$ cat src/rtl/dual_port_ram_be.sv
// dual_port_ram_be
// Simple dual-port RAM with one write port and one read port on a common clock.
// Per-byte write enables, read latency of 1 or 2 edges, selectable
// read-during-write result, out-of-range read flagging and an optional
// zero-fill sweep after reset.
//
// Ports:
//   clk        clock, all state changes on the rising edge
//   rst        asynchronous active-high reset
//   init_busy  high while the zero-fill sweep runs; both ports ignored
//   wr_en      write request
//   wr_addr    write address (>= DEPTH is dropped)
//   wr_be      byte enables, bit i selects wr_data[8i+7:8i]
//   wr_data    write data
//   rd_en      read request
//   rd_addr    read address
//   rd_data    read data, holds its value while rd_valid is low
//   rd_valid   one-cycle pulse per accepted read
//   rd_err     qualifies rd_valid: read address was >= DEPTH (rd_data = 0)
module dual_port_ram_be #(
  parameter int DATA_WIDTH    = 32,
  parameter int ADDR_SIZE     = 4,
  parameter int DEPTH         = 16,
  parameter int RD_LATENCY    = 1,
  parameter int RDW_MODE      = 0,
  parameter int INIT_ON_RESET = 1
) (
  input  logic                    clk,
  input  logic                    rst,
  output logic                    init_busy,
  input  logic                    wr_en,
  input  logic [ADDR_SIZE-1:0]    wr_addr,
  input  logic [DATA_WIDTH/8-1:0] wr_be,
  input  logic [DATA_WIDTH-1:0]   wr_data,
  input  logic                    rd_en,
  input  logic [ADDR_SIZE-1:0]    rd_addr,
  output logic [DATA_WIDTH-1:0]   rd_data,
  output logic                    rd_valid,
  output logic                    rd_err
);

  localparam int BE_W = DATA_WIDTH / 8;

  localparam logic [0:0] CLEAR = 1'b0;
  localparam logic [0:0] IDLE  = 1'b1;
  localparam logic [0:0] RESET_STATE = (INIT_ON_RESET != 0) ? CLEAR : IDLE;

  // One extra bit so DEPTH == 2**ADDR_SIZE is still representable.
  localparam logic [ADDR_SIZE:0]   DEPTH_X   = (ADDR_SIZE + 1)'(DEPTH);
  localparam logic [ADDR_SIZE-1:0] LAST_ADDR = ADDR_SIZE'(DEPTH - 1);

  function automatic logic [DATA_WIDTH-1:0] merge_bytes(
    input logic [DATA_WIDTH-1:0] old_word,
    input logic [DATA_WIDTH-1:0] new_word,
    input logic [BE_W-1:0]       be
  );
    logic [DATA_WIDTH-1:0] w;
    w = old_word;
    for (int i = 0; i < BE_W; i++) begin
      if (be[i]) w[8*i +: 8] = new_word[8*i +: 8];
    end
    return w;
  endfunction

  logic [DATA_WIDTH-1:0] mem [DEPTH];
  logic [0:0]            state;
  logic [ADDR_SIZE-1:0]  cnt;

  logic                  wr_ok_p0;
  logic                  vld_p0;
  logic                  err_p0;
  logic [DATA_WIDTH-1:0] old_p0;
  logic [DATA_WIDTH-1:0] word_p0;

  logic                  vld_out;
  logic                  err_out;
  logic [DATA_WIDTH-1:0] word_out;

  assign init_busy = (state == CLEAR);
  assign wr_ok_p0  = wr_en && !init_busy && ({1'b0, wr_addr} < DEPTH_X);
  assign vld_p0    = rd_en && !init_busy;
  assign err_p0    = ({1'b0, rd_addr} >= DEPTH_X);

  // Zero-fill sweep: one word per edge, then idle until the next reset.
  always_ff @(posedge clk or posedge rst) begin
    if (rst) begin
      state <= RESET_STATE;
      cnt   <= '0;
    end else if (state == CLEAR) begin
      if (cnt == LAST_ADDR) begin
        state <= IDLE;
        cnt   <= '0;
      end else begin
        cnt <= cnt + 1'b1;
      end
    end
  end

  // Storage is never reset; the sweep owns the write port while busy.
  always_ff @(posedge clk) begin
    if (init_busy) begin
      mem[cnt] <= '0;
    end else if (wr_ok_p0) begin
      mem[wr_addr] <= merge_bytes(mem[wr_addr], wr_data, wr_be);
    end
  end

  // ---- stage p0: array lookup and same-address bypass ----
  // The array read is the pre-edge contents, i.e. old data; the merged word
  // is substituted only when new-data read-during-write is selected.
  always_comb begin
    old_p0  = '0;
    word_p0 = '0;
    if (!err_p0) begin
      old_p0  = mem[rd_addr];
      word_p0 = old_p0;
      if (RDW_MODE != 0 && wr_ok_p0 && wr_addr == rd_addr) begin
        word_p0 = merge_bytes(old_p0, wr_data, wr_be);
      end
    end
  end

  // ---- stage p1: optional extra register for two-edge latency ----
  if (RD_LATENCY == 2) begin : g_lat2
    logic                  vld_p1;
    logic                  err_p1;
    logic [DATA_WIDTH-1:0] word_p1;

    always_ff @(posedge clk or posedge rst) begin
      if (rst) begin
        vld_p1  <= 1'b0;
        err_p1  <= 1'b0;
        word_p1 <= '0;
      end else begin
        vld_p1 <= vld_p0;
        err_p1 <= err_p0;
        if (vld_p0) word_p1 <= word_p0;
      end
    end

    assign vld_out  = vld_p1;
    assign err_out  = err_p1;
    assign word_out = word_p1;
  end else begin : g_lat1
    assign vld_out  = vld_p0;
    assign err_out  = err_p0;
    assign word_out = word_p0;
  end

  // ---- output stage: rd_data only moves on a valid read ----
  always_ff @(posedge clk or posedge rst) begin
    if (rst) begin
      rd_valid <= 1'b0;
      rd_err   <= 1'b0;
      rd_data  <= '0;
    end else begin
      rd_valid <= vld_out;
      rd_err   <= vld_out && err_out;
      if (vld_out) rd_data <= word_out;
    end
  end

endmodule

$ cat config.mk
export PLATFORM = sky130hd
export DESIGN_NAME = dual_port_ram_be
export DESIGN_NICKNAME = d
export VERILOG_FILES = /design/src/rtl/dual_port_ram_be.sv
export SDC_FILE = /design/constraint.sdc
export NUM_CORES = 1
export LEC_CHECK = 0
export BUFFER_PORTS_ARGS = -buffer_cell sky130_fd_sc_hd__buf_2
export CAP_MARGIN = 40
export CORE_UTILIZATION = 55
export DETAILED_ROUTE_END_ITERATION = 6
export PLACE_DENSITY_LB_ADDON = 0.08
export SYNTH_ARGS = -nofsm -noshare
export SYNTH_HDL_FRONTEND = slang
export SYNTH_SLANG_ARGS = --single-unit
$ cat constraint.sdc
create_clock -name clk -period 3.39 [get_ports clk]
set_clock_uncertainty 0.15 [all_clocks]
set_input_delay 1.017 -clock clk [delete_from_list [all_inputs] [get_ports clk]]
set_output_delay 1.017 -clock clk [all_outputs]
set_load 0.02 [all_outputs]
==> metrics.cfg <==
[worst_setup_path]
max_stage_delay_ps=500
reg2reg_slack_ps=660
crit_chain=clkinv_1, buf_2
start_kind=flop
cp-startpoint=state
crit_path_top_delay_cell=dfrtp_1
critPathTopFamily=buffers and inverters
r2r_cells=7
cp-end-kind=output pin
crit_type=reg -> out
crit_required_ps=2220
worstPathMaxFanout=8
regToRegEndpoint=mem[11][13]
cp_data_arrival_time_ps=1660
crit_buf_inv=2
worstReg2RegStart=state

[drt]
drt_iter0_markers=960
ant_nets=0
wl_per_cell_um=24.3
drc_errors=0
postRouteWirelength_mm=50.3
dr.pass1.iters=5
vias_per_cell=5.84
vias=12100

[layout]
drive_gt1_share_pct=19.0
fin_area_um2=25300
utilization_pct=65.1
syn_to_final_growth_pct=15.8
nNetsFinal=1556

[cts]
cts_max_path_buffers=3
post_cts_resized=0
cts.sinks=550
cts_tree=done
htreeDepth=2
clockRootBuffer=clkbuf_16
clock_latency_ps=600
numCtsBuffers=52
cts_setup_buffers=0
holdBufCountCts=0
clk_pin_slew_worst_paths_ps=60

[yosys]
yosysSeqAreaShare_pct=74.6
syn_nets=1399
synth.distinct_cells=31
synthesis.area_um2=21900
netlist_top_cells_area=edfxtp_1 70%, mux2i_1 12%, dfrtp_1 4.3%
ys_ff_latch=550
synthCells=1350
synth_flop_cell=edfxtp_1
yosys.area.top_type=edfxtp_1
yosysMostFrequentCell=edfxtp_1
synth_edf_count=512
synthArstFlopShare_pct=6.91
ys_top_cells_by_count=512 x edfxtp_1, 257 x mux2i_1, 121 x nand2_1
yosysWarnings=0
yosysTopAreaCellShare_pct=70.2
syn_avg_cell_area_um2=16.2

[pwr]
power.leakage_nw=9.88
p_int_mw=11.4
seqPwrFrac_pct=51.9
clkPwrFrac_pct=41.7
combPwrFrac_pct=6.3
netSwitchingPower_mw=3.10
switching_share_pct=21.4
ir_drop_mv=0.448
powerDensity_nw_per_um2=572

[global_routing]
grt_pass1_wl_mm=76.2
grt_max_degree=65
grt_usage_pct=25.6
antenna_found_initial=2
overflow=0
grt_pass1_vias=12500

[timing]
tightest_slew_ps=797
setup_viol=0
slew_headroom_pct=46.8
fin_crit_ps=2830
min_period_over_period_pct=83.5
fmax_mhz=353
rsz0062_at_grt=false
layout_setup_ws_ps=558
totalNegativeSetupSlack_ps=0
hold_viol_final=0
slew_violations=0
hold_slack_ps=317

[floorplanning]
core_um2=38900
fp-row-count=72
ios=83
die_area_um2=40600
fp.dieH_um=201
die_w_um=201
start_util_pct=56.2

[placement]
place_area_um2=23500
pre_cts_ws_ps=68.1
gp_congestion=0.794
port_buffers=81
dpl.hpwl_mm=31.3

[min_path]
hp-class=reg -> reg
hold_end=rd_data[24]
min_from=rd_data[24]
min_path_cells=2

[run]
cap_viol_max_count=0

[outcome]
outcome=finished, final reports clean

-- flip-flops by register name, summed over array words and instances (netlist names) --
signal and count:
cnt 4, mem 512, rd_data 32, rd_valid 1, state 1
-- per-layer routing --
| metal | GRT usage (%) | wire [um] | up-vias |
|---|---|---|---|
| met2 | 41.3 | 24200 | 375 |
| li1 | - | - | 5525 |
| met4 | 8.39 | 1310 | 0 |
| met1 | 36.3 | 21800 | 6106 |
| met5 | 0 | 0 | - |
| met3 | 3.39 | 2960 | 79 |
-- worst max-delay path by stage --
stage / end / slack, ps / cells past startpoint
floorplan: mem[10][16] / 300 / 6
global placement: mem[10][19] / -7 / 7
detailed placement: mem[11][11] / 70 / 8
CTS: init_busy / 580 / 2
global route: init_busy / 490 / 2
finish: init_busy / 560 / 2
-- layout by cell type, fill, tap and decap left out, types with 2 or more instances in the layout --
cell type   Yosys  final
a21oi_1        37     37
a22oi_1        72     72
and2_1         33     32
buf_12          1     10
buf_16          0      2
buf_2          34     80
buf_4           3     91
buf_8           0      2
bufinv_16       0      7
clkbuf_1       31      8
clkbuf_16       0     53
clkbuf_8        0      9
clkinv_1        1      4
clkinv_2        0      8
clkinv_4        0      3
clkinvlp_4      0      5
dfrtp_1        38     38
diode_2         0      2
edfxtp_1      512    512
mux2_2          3      3
mux2i_1       257    256
mux2i_4         5      5
nand2_1       121    120
nand2_2         1      2
nand3_1        74     74
nand4_1        24     24
nor2_1          6      4
nor2_4          1      3
nor2b_1        10      8
nor2b_4         0      2
nor3_1         58     58
nor3_2          6      6
o21ai_0         2      2
-- stage by stage --
| step | std cells | total power, mW |
|---|---|---|
| 4_1_cts | 2067 | 14.6 |
| 6_report | 2069 | 14.5 |
| 3_3_place_gp | 1968 | 8.58 |
| 2_1_floorplan | 1350 | 8.21 |
| 3_5_place_dp | 1971 | 8.60 |
| 5_1_grt | 2067 | 14.9 |
-- logic make-up after synthesis --
kind of cell    synth area share (%)
compound gates                  3.40
xor+xnor                      0.0400
fa+ha+maj                     0.0572
buf+inv                         1.91
flops                           74.6
mux                             12.4
other cells                   0.0171
simple gates                    7.56
-- power by group through the flow --
| stage | sequential (mW) | clock, mW | combinational, mW |
|---|---|---|---|
| after detailed placement | 7.67 | 0 | 0.927 |
| final | 7.52 | 6.05 | 0.919 |
| after floorplan | 7.73 | 0 | 0.479 |
| after CTS | 7.53 | 6.13 | 0.929 |
| after global routing | 7.53 | 6.38 | 0.986 |
| after global placement | 7.67 | 0 | 0.910 |
-- worst reg2reg max path, cell delays in order (launching register included) --
cell     delay (ps)
dfrtp_1         500
nand2_2         100
nor2_4          340
buf_4           310
mux2i_4         580
buf_8           230
nor3_1           60
buf_4           200
-- final cells by class --
class / instances / area [um2]
Antenna cell: 2 / 5.00
Tap cell: 518 / 648
Clock inverter: 26 / 325
Timing Repair Buffer: 185 / 1370
Clock buffer: 70 / 1480
Sequential cell: 550 / 16300
Fill cell: 2791 / 13600
Multi-Input combinational cell: 715 / 5180
Inverter: 3 / 11.3
Power figures use the tool's default switching activity.
